==> config.mk <==
export PLATFORM = sky130hd
export DESIGN_NAME = addr_trans_req_flat
export DESIGN_NICKNAME = d
export VERILOG_FILES = /design/src/rtl/addr_trans_req_pkg.sv /design/src/rtl/addr_trans_req_if.sv /design/src/rtl/addr_trans_req_dmw_match.sv /design/src/rtl/addr_trans_req.sv /design/src/flat_wrapper.sv
export SDC_FILE = /design/constraint.sdc
export NUM_CORES = 1
export LEC_CHECK = 0
export ABC_AREA = 1
export CAP_MARGIN = 20
export CORE_MARGIN = 3
export CORE_UTILIZATION = 34
export CTS_CLUSTER_DIAMETER = 50
export DETAILED_ROUTE_END_ITERATION = 16
export MAX_ROUTING_LAYER = met4
export PLACE_DENSITY = 0.78
export SLEW_MARGIN = 10
export SYNTH_ARGS = -nofsm -noshare
export SYNTH_HDL_FRONTEND = slang
export SYNTH_SLANG_ARGS = --single-unit
==> constraint.sdc <==
create_clock -name clk -period 1.75 [get_ports clk]
set_input_delay 0.2625 -clock clk [delete_from_list [all_inputs] [get_ports clk]]
set_output_delay 0.2625 -clock clk [all_outputs]
set_load 0.05 [all_outputs]
==> src/rtl/addr_trans_req_pkg.sv <==
// Shared MMU types for the requester-side translation engine: TLB search result,
// translation exception codes, DMW field offsets and requester FSM states.
package addr_trans_req_pkg;

    localparam int TLB_IDX_W = 4;

    localparam int DMW_PLV0_BIT = 0;
    localparam int DMW_PLV3_BIT = 3;
    localparam int DMW_MAT_LSB  = 4;
    localparam int DMW_PSEG_LSB = 25;
    localparam int DMW_VSEG_LSB = 29;

    localparam logic [5:0] PS_4K = 6'd12;
    localparam logic [5:0] PS_2M = 6'd21;

    typedef struct packed {
        logic                 found;
        logic [TLB_IDX_W-1:0] index;
        logic [19:0]          ppn;
        logic [5:0]           ps;
        logic [1:0]           plv;
        logic [1:0]           mat;
        logic                 d;
        logic                 v;
    } tlb_result_t;

    typedef enum logic [2:0] {
        EXC_NONE = 3'd0,
        EXC_TLBR = 3'd1,
        EXC_PIF  = 3'd2,
        EXC_PIL  = 3'd3,
        EXC_PIS  = 3'd4,
        EXC_PPI  = 3'd5,
        EXC_PME  = 3'd6
    } trans_exc_t;

    typedef enum logic [1:0] {
        ST_IDLE   = 2'd0,
        ST_LOOKUP = 2'd1,
        ST_DRAIN  = 2'd2,
        ST_RESP   = 2'd3
    } trans_state_t;

    // A window is usable only from the PLV0 or PLV3 class the current mode maps to.
    function automatic logic dmw_plv_ok(input logic [31:0] dmw, input logic [1:0] plv);
        return (plv == 2'd3) ? dmw[DMW_PLV3_BIT] : dmw[DMW_PLV0_BIT];
    endfunction

endpackage

==> src/rtl/addr_trans_req_if.sv <==
// Request/response valid-ready bundle between a pipeline client and the
// translation requester.
interface addr_trans_req_if;
    import addr_trans_req_pkg::*;

    logic        req_valid;
    logic        req_ready;
    logic [31:0] req_va;
    logic        req_store;
    logic        rsp_valid;
    logic        rsp_ready;
    logic [31:0] rsp_pa;
    logic [1:0]  rsp_mat;
    trans_exc_t  rsp_exc;

    modport master (
        output req_valid, req_va, req_store, rsp_ready,
        input  req_ready, rsp_valid, rsp_pa, rsp_mat, rsp_exc
    );

    modport slave (
        input  req_valid, req_va, req_store, rsp_ready,
        output req_ready, rsp_valid, rsp_pa, rsp_mat, rsp_exc
    );
endinterface

==> src/rtl/addr_trans_req_dmw_match.sv <==
// Direct-mapped window check: segment compare plus privilege enable, and the
// physical address / MAT the window would produce.
module addr_trans_req_dmw_match
    import addr_trans_req_pkg::*;
(
    input  logic [31:0] dmw,
    input  logic [31:0] va,
    input  logic [1:0]  plv,
    output logic        hit,
    output logic [31:0] pa,
    output logic [1:0]  mat
);

    assign hit = (va[31:29] == dmw[DMW_VSEG_LSB +: 3]) && dmw_plv_ok(dmw, plv);
    assign pa  = {dmw[DMW_PSEG_LSB +: 3], va[28:0]};
    assign mat = dmw[DMW_MAT_LSB +: 2];

endmodule

==> src/rtl/addr_trans_req.sv <==
// Requester-side translation engine driving one TLB search port.
// Optional macro TRANS_PERF_CNT_EN builds the lookup / wait-cycle counters.
module addr_trans_req
    import addr_trans_req_pkg::*;
#(
    parameter bit IS_FETCH = 1'b0
) (
    input  logic                clk,
    input  logic                reset,
    input  logic                flush,
    addr_trans_req_if.slave     bus,
    input  logic                csr_da,
    input  logic [1:0]          csr_plv,
    input  logic [1:0]          csr_datf,
    input  logic [1:0]          csr_datm,
    input  logic [9:0]          csr_asid,
    input  logic [31:0]         csr_dmw0,
    input  logic [31:0]         csr_dmw1,
    output logic [18:0]         s_vppn,
    output logic                s_va_bit12,
    output logic [9:0]          s_asid,
    input  tlb_result_t         s_result,
    input  logic                s_ok,
    output logic [31:0]         perf_lookups,
    output logic [31:0]         perf_wait_cycles
);

    trans_state_t state_r, state_nxt_s;
    logic [31:0]  va_r;
    logic [9:0]   asid_r;
    logic         store_r;
    logic [31:0]  pa_r, pa_nxt_s;
    logic [1:0]   mat_r, mat_nxt_s;
    trans_exc_t   exc_r, exc_nxt_s;
    logic         accept_s, va_ld_s, rsp_ld_s;
    logic         dmw0_hit_s, dmw1_hit_s;
    logic [31:0]  dmw0_pa_s, dmw1_pa_s, tlb_pa_s;
    logic [1:0]   dmw0_mat_s, dmw1_mat_s;
    trans_exc_t   tlb_exc_s;
    logic         res_unused_s;

    addr_trans_req_dmw_match u_dmw_match0 (
        .dmw (csr_dmw0), .va (bus.req_va), .plv (csr_plv),
        .hit (dmw0_hit_s), .pa (dmw0_pa_s), .mat (dmw0_mat_s)
    );

    addr_trans_req_dmw_match u_dmw_match1 (
        .dmw (csr_dmw1), .va (bus.req_va), .plv (csr_plv),
        .hit (dmw1_hit_s), .pa (dmw1_pa_s), .mat (dmw1_mat_s)
    );

    assign accept_s     = bus.req_valid && (state_r == ST_IDLE) && !flush;
    assign res_unused_s = ^s_result.index;

    // Page-frame assembly and exception ranking for the result on the search port.
    always_comb begin
        tlb_pa_s  = {s_result.ppn, va_r[11:0]};
        tlb_exc_s = EXC_NONE;
        case (s_result.ps)
            PS_2M:   tlb_pa_s = {s_result.ppn[19:9], va_r[20:0]};
            default: tlb_pa_s = {s_result.ppn, va_r[11:0]};
        endcase
        if (!s_result.found) begin
            tlb_exc_s = EXC_TLBR;
        end else if (!s_result.v) begin
            tlb_exc_s = IS_FETCH ? EXC_PIF : (store_r ? EXC_PIS : EXC_PIL);
        end else if (csr_plv > s_result.plv) begin
            tlb_exc_s = EXC_PPI;
        end else if (!IS_FETCH && store_r && !s_result.d) begin
            tlb_exc_s = EXC_PME;
        end else begin
            tlb_exc_s = EXC_NONE;
        end
    end

    // Next-state and response-load decisions.
    always_comb begin
        state_nxt_s = state_r;
        va_ld_s     = 1'b0;
        rsp_ld_s    = 1'b0;
        pa_nxt_s    = pa_r;
        mat_nxt_s   = mat_r;
        exc_nxt_s   = exc_r;
        case (state_r)
            ST_IDLE: begin
                if (accept_s) begin
                    if (csr_da) begin
                        rsp_ld_s    = 1'b1;
                        pa_nxt_s    = bus.req_va;
                        mat_nxt_s   = IS_FETCH ? csr_datf : csr_datm;
                        exc_nxt_s   = EXC_NONE;
                        state_nxt_s = ST_RESP;
                    end else if (dmw0_hit_s || dmw1_hit_s) begin
                        rsp_ld_s    = 1'b1;
                        pa_nxt_s    = dmw0_hit_s ? dmw0_pa_s : dmw1_pa_s;
                        mat_nxt_s   = dmw0_hit_s ? dmw0_mat_s : dmw1_mat_s;
                        exc_nxt_s   = EXC_NONE;
                        state_nxt_s = ST_RESP;
                    end else begin
                        va_ld_s     = 1'b1;
                        state_nxt_s = ST_LOOKUP;
                    end
                end else begin
                    state_nxt_s = ST_IDLE;
                end
            end
            ST_LOOKUP: begin
                if (s_ok && flush) begin
                    state_nxt_s = ST_IDLE;
                end else if (s_ok) begin
                    rsp_ld_s    = 1'b1;
                    pa_nxt_s    = tlb_pa_s;
                    mat_nxt_s   = s_result.mat;
                    exc_nxt_s   = tlb_exc_s;
                    state_nxt_s = ST_RESP;
                end else if (flush) begin
                    state_nxt_s = ST_DRAIN;
                end else begin
                    state_nxt_s = ST_LOOKUP;
                end
            end
            // The search port must finish its walk before a new VA may appear.
            ST_DRAIN: begin
                if (s_ok) begin
                    state_nxt_s = ST_IDLE;
                end else begin
                    state_nxt_s = ST_DRAIN;
                end
            end
            ST_RESP: begin
                if (flush || bus.rsp_ready) begin
                    state_nxt_s = ST_IDLE;
                end else begin
                    state_nxt_s = ST_RESP;
                end
            end
            default: state_nxt_s = ST_IDLE;
        endcase
    end

    // State, search-key and response registers.
    always_ff @(posedge clk) begin
        if (reset) begin
            state_r <= ST_IDLE;
            va_r    <= 32'd0;
            asid_r  <= 10'd0;
            store_r <= 1'b0;
            pa_r    <= 32'd0;
            mat_r   <= 2'd0;
            exc_r   <= EXC_NONE;
        end else begin
            state_r <= state_nxt_s;
            if (va_ld_s) begin
                va_r    <= bus.req_va;
                asid_r  <= csr_asid;
                store_r <= bus.req_store;
            end
            if (rsp_ld_s) begin
                pa_r  <= pa_nxt_s;
                mat_r <= mat_nxt_s;
                exc_r <= exc_nxt_s;
            end
        end
    end

    assign s_vppn        = va_r[31:13];
    assign s_va_bit12    = va_r[12];
    assign s_asid        = asid_r;
    assign bus.req_ready = (state_r == ST_IDLE);
    assign bus.rsp_valid = (state_r == ST_RESP);
    assign bus.rsp_pa    = pa_r;
    assign bus.rsp_mat   = mat_r;
    assign bus.rsp_exc   = exc_r;

`ifdef TRANS_PERF_CNT_EN
    logic [31:0] lookups_r, waits_r;

    // Searches issued and cycles spent waiting on the search port.
    always_ff @(posedge clk) begin
        if (reset) begin
            lookups_r <= 32'd0;
            waits_r   <= 32'd0;
        end else begin
            if (va_ld_s) begin
                lookups_r <= lookups_r + 32'd1;
            end
            if (((state_r == ST_LOOKUP) || (state_r == ST_DRAIN)) && !s_ok) begin
                waits_r <= waits_r + 32'd1;
            end
        end
    end

    assign perf_lookups     = lookups_r;
    assign perf_wait_cycles = waits_r;
`else
    assign perf_lookups     = 32'd0;
    assign perf_wait_cycles = 32'd0;
`endif

endmodule
==> src/flat_wrapper.sv <==
// flat-port wrapper written by rule: the top's interface ports become plain ports
module addr_trans_req_flat import addr_trans_req_pkg::*;
#(
    parameter bit IS_FETCH = 1'b0
)
  (clk, reset, flush, csr_da, csr_plv, csr_datf, csr_datm, csr_asid, csr_dmw0, csr_dmw1, s_vppn, s_va_bit12, s_asid, s_result, s_ok, perf_lookups, perf_wait_cycles, bus_req_valid, bus_req_va, bus_req_store, bus_rsp_ready, bus_req_ready, bus_rsp_valid, bus_rsp_pa, bus_rsp_mat, bus_rsp_exc);
  addr_trans_req_if bus_i ();
  input  logic clk;
  input  logic reset;
  input  logic flush;
  input  logic csr_da;
  input  logic [1:0] csr_plv;
  input  logic [1:0] csr_datf;
  input  logic [1:0] csr_datm;
  input  logic [9:0] csr_asid;
  input  logic [31:0] csr_dmw0;
  input  logic [31:0] csr_dmw1;
  output logic [18:0] s_vppn;
  output logic s_va_bit12;
  output logic [9:0] s_asid;
  input  tlb_result_t s_result;
  input  logic s_ok;
  output logic [31:0] perf_lookups;
  output logic [31:0] perf_wait_cycles;
  input wire logic [$bits(bus_i.req_valid)-1:0] bus_req_valid;
  input wire logic [$bits(bus_i.req_va)-1:0] bus_req_va;
  input wire logic [$bits(bus_i.req_store)-1:0] bus_req_store;
  input wire logic [$bits(bus_i.rsp_ready)-1:0] bus_rsp_ready;
  output wire logic [$bits(bus_i.req_ready)-1:0] bus_req_ready;
  output wire logic [$bits(bus_i.rsp_valid)-1:0] bus_rsp_valid;
  output wire logic [$bits(bus_i.rsp_pa)-1:0] bus_rsp_pa;
  output wire logic [$bits(bus_i.rsp_mat)-1:0] bus_rsp_mat;
  output wire logic [$bits(bus_i.rsp_exc)-1:0] bus_rsp_exc;
  assign bus_i.req_valid = bus_req_valid;
  assign bus_i.req_va = bus_req_va;
  assign bus_i.req_store = bus_req_store;
  assign bus_i.rsp_ready = bus_rsp_ready;
  assign bus_req_ready = bus_i.req_ready;
  assign bus_rsp_valid = bus_i.rsp_valid;
  assign bus_rsp_pa = bus_i.rsp_pa;
  assign bus_rsp_mat = bus_i.rsp_mat;
  assign bus_rsp_exc = bus_i.rsp_exc;
  addr_trans_req #(.IS_FETCH(IS_FETCH)) u_core (.clk(clk), .reset(reset), .flush(flush), .bus(bus_i), .csr_da(csr_da), .csr_plv(csr_plv), .csr_datf(csr_datf), .csr_datm(csr_datm), .csr_asid(csr_asid), .csr_dmw0(csr_dmw0), .csr_dmw1(csr_dmw1), .s_vppn(s_vppn), .s_va_bit12(s_va_bit12), .s_asid(s_asid), .s_result(s_result), .s_ok(s_ok), .perf_lookups(perf_lookups), .perf_wait_cycles(perf_wait_cycles));
endmodule
==> out/metrics.yaml, run 1 <==
status: "finished, final reports clean"
power_frac_clock_pct: 34.9
swShare_pct: 34.83
seqPwrFrac_pct: 34.5
fp-row-count: 42
min_path_type: "in2reg"
final_hold_viol_count: 0
ys_seq_area_share_pct: 35.28
die-area_um2: 15130
route.detailed.wl_per_inst_um: 12.13
synth_compound_area_share_pct: 12.45
power_switching_mw: 2.093
route.detailed.drc: 0
hold_start: "bus_req_va[29]"
post_cts_buffers: 0
cp-start-kind: "input pin"
grt_pass1_vias: 4284
antenna_found_initial: 0
pwr_density_cell_nw_per_um2: 882.9
placedCellCount: 1065
synth_mux_area_share_pct: 0
cp.required_ps: 1970
io_buffer_count: 175
min_period_ps: 1652
routabilityCongestion: 0.8590
relSlewSlack_pct: 66.57
synth_top_family_by_area: "simple AND/OR/NAND/NOR gates"
start_util_pct: 35.00
ys_seq_elements: 82
r2r-start: "u_core.state_r[1]"
nets: 1062
fin_crit_sh_pct: 94.38
ant_nets: 0
cp_data_arrival_time_ps: 1870
synth_simple_gate_area_share_pct: 29.71
htreeDepth: 3
cpMostUsedCell: "nand2_1"
grtUsageTotal_pct: 17.73
grt_max_degree: 51
clk_path_buf_depth: 2
cts_made_buffers: 9
cts-root-buf: "clkbuf_16"
r2r_cells: 8
clock_latency_ps: 340
hpwl_um: 10060
synth_fa_ha_area_share_pct: 1.344
post_synth_xor_area_fraction_pct: 0
worstPathMaxFanout: 37
place_ws_ps: -375.6
syn_area_per_cell_um2: 6.572
area_growth_pct: 46.28
p_comb_share_pct: 30.6
drtIter0Drc: 252
viasPerCell: 4.295
io_pins: 290
crit_type: "in2reg"
report.final.slew_viol_count: 0
ys_types: 32
cts_tree: "done"
clock_sinks: 82
fin_worst_skew_ps: 6.551
antenna-diode-count: 0
p_leak_nw: 3.574
max_stage_delay_ps: 500
wl_um: 13110
setup_viol: 0
r2r_setup_slack_ps: 160
timing.rr.end: "u_core.va_r[1]"
drv_cap: 0
fin_cells: 1081
num_vias: 4643
min_to: "u_core.va_r[29]"
final_common_cell: "nand2_1"
worstPathCellList: "clkdlybuf4s50_1 > inv_1 > nand2_1 > nand2_1 > nand4_4 > nand3_4 > nor2_4 > inv_2 > buf_12 > o21ai_0 > a21oi_1"
syn-instance-count: 708
hold_buffers: 0
die_h_um: 123.0
internal_power_mw: 3.916
clkTransAtPathRegs_ps: 60
cts_resized: 15
die_w_um: 123.0
mostFrequentLayoutCells: "nand2_1, nor2_1, clkdlybuf4s50_1"
rsz0062_at_grt: "no"
core_um2: 13300
yosys_warnings: 0
grt_pass1_wl_um: 20580
end_kind: "flop"
vdd_ir_drop_max_mv: 0.7256
worstMarginPinSlew_ps: 500.6
post_route_cells_drive_above_1_share_pct: 15.03
fmax_ghz: 0.6055
slowest_stage: "clkdlybuf4s50_1"
overflow: 0
synth_area_um2: 4653
fin_ws_ps: 98.37
holdPathStages: 4
firstDrtPassIters: 5
## layer usage
layer | global-route usage [%] | wire (µm) | vias to the layer above
li1 | - | - | 2435
met1 | 21.69 | 5850 | 2032
met2 | 28.43 | 6158 | 154
met3 | 4.666 | 804 | 22
met4 | 6.159 | 299 | 0
met5 | - | 0 | -
## kinds of logic after synthesis
family	after synthesis
simple gates	332
buf+inv	179
compound gates	109
flops	82
fa+ha+maj	5
other cells	1
## worst max-delay path by stage
stage / startpoint / to / slack, ps / cells after the start
2_1_floorplan: u_core.state_r[1] / u_core.bus.rsp_pa[16] / 50 / 10
3_3_place_gp: bus_req_va[31] / u_core.bus.rsp_pa[25] / -340 / 14
3_5_place_dp: bus_req_va[31] / u_core.bus.rsp_pa[26] / -380 / 13
4_1_cts: bus_req_va[31] / u_core.bus.rsp_pa[26] / 0.2 / 13
5_1_grt: csr_dmw1[29] / u_core.bus.rsp_pa[17] / 10 / 14
6_report: csr_dmw0[31] / u_core.va_r[1] / 100 / 11
## stage by stage
step	setup TNS, ps	util [%]	area [µm²]	power [mW]	hold slack (ps)
after floorplan	0	-	4895	3.426	334.9
after global placement	-21410	48.53	6452	3.945	433.7
after detailed placement	-22820	48.53	6452	3.962	439.4
after CTS	0	50.87	6763	6.074	449.1
after global routing	0	51.20	6807	6.324	382.0
final	0	51.20	6807	6.009	366.6
## layout make-up
class / instances / area [µm²]
clock inverter: 5 / 86.33
tap: 176 / 220.2
sequential: 82 / 1642
multi-input combinational: 510 / 2290
timing repair buffer: 214 / 2014
clock buffer: 11 / 242.7
inverter: 83 / 311.5
fill: 1337 / 6489
## state kept, by name (all words and copies together), names as in the netlist
name	count
u_core.bus.rsp_exc	3
u_core.va_r	32
u_core.store_r	1
u_core.bus.rsp_mat	2
u_core.s_asid	10
u_core.bus.rsp_pa	32
u_core.state_r	2
## power by group through the flow
stage                     registers [mW]  logic (mW)  clock network (mW)
after CTS                           2.07        1.84                2.16
final                               2.07        1.84                2.10
after detailed placement            2.11        1.85                   0
after floorplan                     2.50       0.931                   0
after global placement              2.11        1.84                   0
after global routing                2.08        1.99                2.25
## synthesized netlist by cell type
cell | count | area share [%]
buf_4 | 68 | 11
clkinv_1 | 1 | 0.081
nand4_4 | 1 | 0.46
a21oi_1 | 32 | 3.4
nand4_1 | 6 | 0.81
o31ai_1 | 1 | 0.16
nand2_1 | 164 | 13
nand2_2 | 3 | 0.40
nor2_1 | 126 | 10
buf_12 | 1 | 0.43
conb_1 | 1 | 0.081
nand3_1 | 10 | 1.1
dfxtp_1 | 82 | 35
ha_1 | 5 | 1.3
buf_2 | 8 | 0.86
nand3_4 | 1 | 0.38
nor3_1 | 2 | 0.22
inv_2 | 4 | 0.32
o21ai_0 | 69 | 7.4
or2_0 | 1 | 0.13
o211ai_1 | 3 | 0.48
nor2_2 | 11 | 1.5
nand2_4 | 3 | 0.73
clkbuf_1 | 15 | 1.2
buf_6 | 4 | 0.97
a31oi_1 | 1 | 0.13
or2_2 | 3 | 0.40
nor2_4 | 1 | 0.24
a41oi_1 | 1 | 0.19
a21oi_4 | 1 | 0.35
inv_1 | 78 | 6.3
o31ai_2 | 1 | 0.27
## critical path: cells and delay by family
family / cells / cell delay [ps]
AO/OA/AOI/OAI: 2 / 270
buffers and inverters: 4 / 820
AND/OR/NAND/NOR: 5 / 490
Note: power is estimated with default switching activity, not from simulation.
==> inputs of run 2 (changes only) <==
==> constraint.sdc (replaced) <==
create_clock -name clk -period 1.75 [get_ports clk]
set_input_delay 0.2625 -clock clk [delete_from_list [all_inputs] [get_ports clk]]
set_output_delay 0.2625 -clock clk [all_outputs]
set_load 0.005 [all_outputs]
==> out/metrics.yaml, run 2 (synthesis gave the netlist of run 1 again) <==
cp-start-kind: "flop"
fin_crit_sh_pct: 96.06
fp-row-count: 42
p_leak_nw: 3.311
cts_tree: "done"
r2r-start: "u_core.state_r[1]"
min_period_ps: 1681
wl_met1_um: 5477
crit_buf_inv: 2
antenna_found_initial: 0
area_growth_pct: 48.00
max_stage_delay_ps: 500
slowest_stage: "clkdlybuf4s50_1"
r2r_setup_slack_ps: 250
worstPathMaxFanout: 5
end_kind: "output port"
fin_worst_skew_ps: 5.623
grt_max_degree: 50
core_um2: 13300
num_vias: 4594
cp_data_arrival_time_ps: 1420
clock_sinks: 82
drtIter0Drc: 226
route.detailed.wl_per_inst_um: 11.98
cts_resized: 1
final_hold_viol_count: 0
vdd_ir_drop_max_mv: 0.7845
firstDrtPassIters: 4
r2r_cells: 9
min_path_type: "in2reg"
overflow: 0
hold_buffers: 0
clkTransAtPathRegs_ps: 60
routabilityCongestion: 0.8406
final_common_cell: "clkdlybuf4s50_1"
met3_wirelength_um: 986
cts_made_buffers: 9
post_route_cells_drive_above_1_share_pct: 9.313
viasPerCell: 4.262
whs_ps: 377.4
fmax_ghz: 0.5948
htreeDepth: 3
top_layer: "met4"
start_util_pct: 35.00
holdPathStages: 4
hold_start: "bus_req_va[30]"
wl_um: 12910
setup_viol: 0
crit_family: "buffers and inverters"
report.final.slew_viol_count: 0
io_buffer_count: 175
drv_cap: 0
grt_pass1_vias: 4199
grt_pass1_wl_um: 19970
cts-root-buf: "clkbuf_16"
nets: 1059
fin_tns_setup_ps: 0
worstPathCellList: "nand2_1 > inv_1 > clkdlybuf4s50_1"
die_w_um: 123.0
mostFrequentLayoutCells: "clkdlybuf4s50_1, nand2_1, nor2_1"
path_depth: 3
die-area_um2: 15130
post_cts_buffers: 0
status: "finished, final reports clean"
crit_type: "reg2out"
pwr_density_cell_nw_per_um2: 777.7
met2WireLength_um: 6233
die_h_um: 123.0
antenna-diode-count: 0
min_to: "u_core.va_r[30]"
io_pins: 290
grtUsageTotal_pct: 17.33
ant_nets: 0
clk_path_buf_depth: 2
crit_start: "u_core.state_r[1]"
timing.rr.end: "u_core.bus.rsp_exc[0]"
clock_latency_ps: 350
route.detailed.drc: 0
cp.required_ps: 1490
hpwl_um: 9885
## run 2: final cells by class
class / count / area, µm²
fillers: 1276 / 6409
repair buffers: 211 / 2111
clock buffers: 10 / 239.0
clock inverters: 6 / 90.09
multi-input cells: 510 / 2272
flip-flops and latches: 82 / 1643
well taps: 176 / 220.2
inverters: 83 / 311.5
## run 2: power by group
| part | switching (mW) | internal, mW | total [mW] |
|---|---|---|---|
| combinational | 0.554 | 0.657 | 1.21 |
| sequential | 0.0668 | 2.00 | 2.07 |
| clock | 0.789 | 1.29 | 2.08 |
## run 2: per-stage QoR
step                      std cells  util, %  instance area [µm²]  power (mW)  worst slack (ps)
after floorplan                 771        -                 4890       2.756             264.5
after global placement         1062    49.17                 6538       3.303            -255.5
after detailed placement       1062    49.17                 6538       3.323            -286.7
after CTS                      1078    51.66                 6868       5.437             69.36
after global routing           1078    51.80                 6887       5.672           -0.8052
final                          1078    51.80                 6887       5.355             68.86
## run 2: worst max-delay path by stage
stage                            endpoint  slack (ps)
finish                      bus_rsp_valid          70
global route                bus_rsp_valid        -0.8
CTS                 u_core.bus.rsp_pa[24]          70
detailed placement  u_core.bus.rsp_mat[1]        -290
global placement    u_core.bus.rsp_mat[1]        -260
floorplan           u_core.bus.rsp_pa[15]         260
## run 2: layer usage
metal  global-route usage [%]  vias up
met3                    6.130       16
met4                    5.952        0
met5                        -        -
met1                    20.13     2005
met2                    27.91      149
li1                         -     2424
## run 2: worst reg2reg max path, stage by stage, from the launching register on
cell and delay, ps:
dfxtp_2 360, nor2_2 150, nand3_1 140, inv_1 140, nand2_4 90, nand2_4 70
nand2_4 80, buf_12 160, o21ai_0 160, nor2_1 50
==> inputs of run 3 (changes only) <==
--- a/config.mk
+++ b/config.mk
@@ -12,7 +12,7 @@
 export CTS_CLUSTER_DIAMETER = 50
 export DETAILED_ROUTE_END_ITERATION = 16
 export MAX_ROUTING_LAYER = met4
-export PLACE_DENSITY = 0.78
+export PLACE_DENSITY_LB_ADDON = 0.05
 export SLEW_MARGIN = 10
 export SYNTH_ARGS = -nofsm -noshare
 export SYNTH_HDL_FRONTEND = slang
==> out/metrics.yaml, run 3 (synthesis gave the netlist of run 1 again) <==
status: "finished, final reports clean"
crit_buf_inv: 1
crit_end: "bus_req_ready"
clock_latency_ps: 340
mostFrequentLayoutCells: "clkdlybuf4s50_1, nand2_1, nor2_1"
hold_buffers: 0
slowest_stage: "clkdlybuf4s50_1"
place_ws_ps: -337.6
worstPathCellList: "nor2_2 > clkdlybuf4s50_1"
io_buffer_count: 175
cts_made_buffers: 9
htreeDepth: 3
die-area_um2: 15130
cts_resized: 0
path_depth: 2
fin_ws_ps: 110.8
setup_viol: 0
crit_family: "buffers and inverters"
power_mw: 5.253
r2r_cells: 9
clk_path_buf_depth: 2
p_leak_nw: 3.327
r2r_setup_slack_ps: 180
grt_pass1_vias: 4342
max_stage_delay_ps: 520
route.detailed.wl_per_inst_um: 12.34
hpwl_um: 9889
crit_type: "reg2out"
timing.rr.end: "u_core.bus.rsp_pa[18]"
drv_cap: 0
core_um2: 13300
wl_um: 13280
utilization_pct: 51.74
final_hold_viol_count: 0
cts-root-buf: "clkbuf_16"
antenna-diode-count: 0
cts_tree: "done"
min_period_ps: 1639
nets: 1057
rsz0062_at_grt: "no"
r2r-start: "u_core.state_r[0]"
num_vias: 4645
fin_worst_skew_ps: 4.239
ant_nets: 0
grt_pass1_wl_um: 20490
post_route_cells_drive_above_1_share_pct: 8.889
die_w_um: 123.0
firstDrtPassIters: 6
crit_start: "u_core.state_r[1]"
report.final.slew_viol_count: 0
clkTransAtPathRegs_ps: 60
io_pins: 290
routabilityCongestion: 0.8912
route.detailed.drc: 0
fin_crit_sh_pct: 93.67
final_common_cell: "clkdlybuf4s50_1"
vdd_ir_drop_max_mv: 0.4857
cp.required_ps: 1490
area_growth_pct: 47.84
cp_data_arrival_time_ps: 1380
fp-row-count: 42
post_cts_buffers: 0
clock_sinks: 82
fmax_ghz: 0.6100
antenna_found_initial: 0
grt_max_degree: 55
grtUsageTotal_pct: 17.61
viasPerCell: 4.317
worstPathMaxFanout: 5
drtIter0Drc: 180
cp-start-kind: "flop"
die_h_um: 123.0
end_kind: "output port"
min_path_type: "in2reg"
pwr_density_cell_nw_per_um2: 763.6
overflow: 0
start_util_pct: 35.00
[run 3: cell count changes in the layout (fill, tap and decap cells not counted), sizes merged]
| cell | previous run | this run |
|---|---|---|
| buf | 36 | 33 |
| bufinv | 2 | 1 |
| clkbuf | 10 | 14 |
| clkdlybuf4s50 | 171 | 170 |
| clkinvlp | 4 | 1 |
| dlymetal6s2s | 4 | 5 |
| inv | 83 | 84 |
[run 3: layer usage]
layer / part of all wire [%] / GRT usage, % / vias up
li1: - / - / 2424
met1: 43 / 20.70 / 2050
met2: 49 / 29.55 / 159
met3: 7.3 / 4.346 / 12
met4: 1.4 / 5.952 / 0
met5: 0 / - / -
[run 3: per-stage QoR]
stage | TNS [ps] | std cells | instance area (µm²) | hold slack, ps
6_report | 0 | 1076 | 6879 | 383.8
3_3_place_gp | -18400 | 1059 | 6528 | 431.5
4_1_cts | 0 | 1075 | 6834 | 449.8
3_5_place_dp | -22460 | 1059 | 6528 | 439.9
2_1_floorplan | 0 | 771 | 4890 | 334.9
5_1_grt | 0 | 1076 | 6879 | 383.0
[run 3: where the power goes]
part / switching [mW] / leakage (nW) / internal [mW] / total, mW
Clock: 0.766 / 0.146 / 1.19 / 1.96
Sequential: 0.0686 / 0.670 / 2.00 / 2.07
Combinational: 0.564 / 2.51 / 0.663 / 1.23
Total: 1.40 / 3.33 / 3.85 / 5.25
[run 3: area by class of cell]
type                       instances  area [µm²]
inverter                          83       314.1
fill                            1362        6416
clock buffer                      13       260.3
tap                              176       220.2
sequential                        82        1643
multi-input combinational        510        2267
timing repair buffer             209        2128
clock inverter                     3       46.29
[run 3: worst reg2reg max path: stages (launching register included)]
cell and delay [ps]:
dfxtp_1 360, inv_1 80, nor2_2 230, inv_4 180, buf_12 200, a21oi_1 130, o21ai_0 110, nand2_1 90
nor2_2 40, nor2_1 90
[run 3: worst min-delay path by stage]
stage	from	to	slack, ps	cells after the start
floorplan	reset	u_core.state_r[1]	330	1
global placement	u_core.va_r[7]	u_core.va_r[7]	430	2
detailed placement	u_core.va_r[7]	u_core.va_r[7]	440	2
CTS	u_core.va_r[7]	u_core.va_r[7]	450	2
global route	bus_req_va[31]	u_core.va_r[31]	380	4
finish	bus_req_va[29]	u_core.va_r[29]	380	4
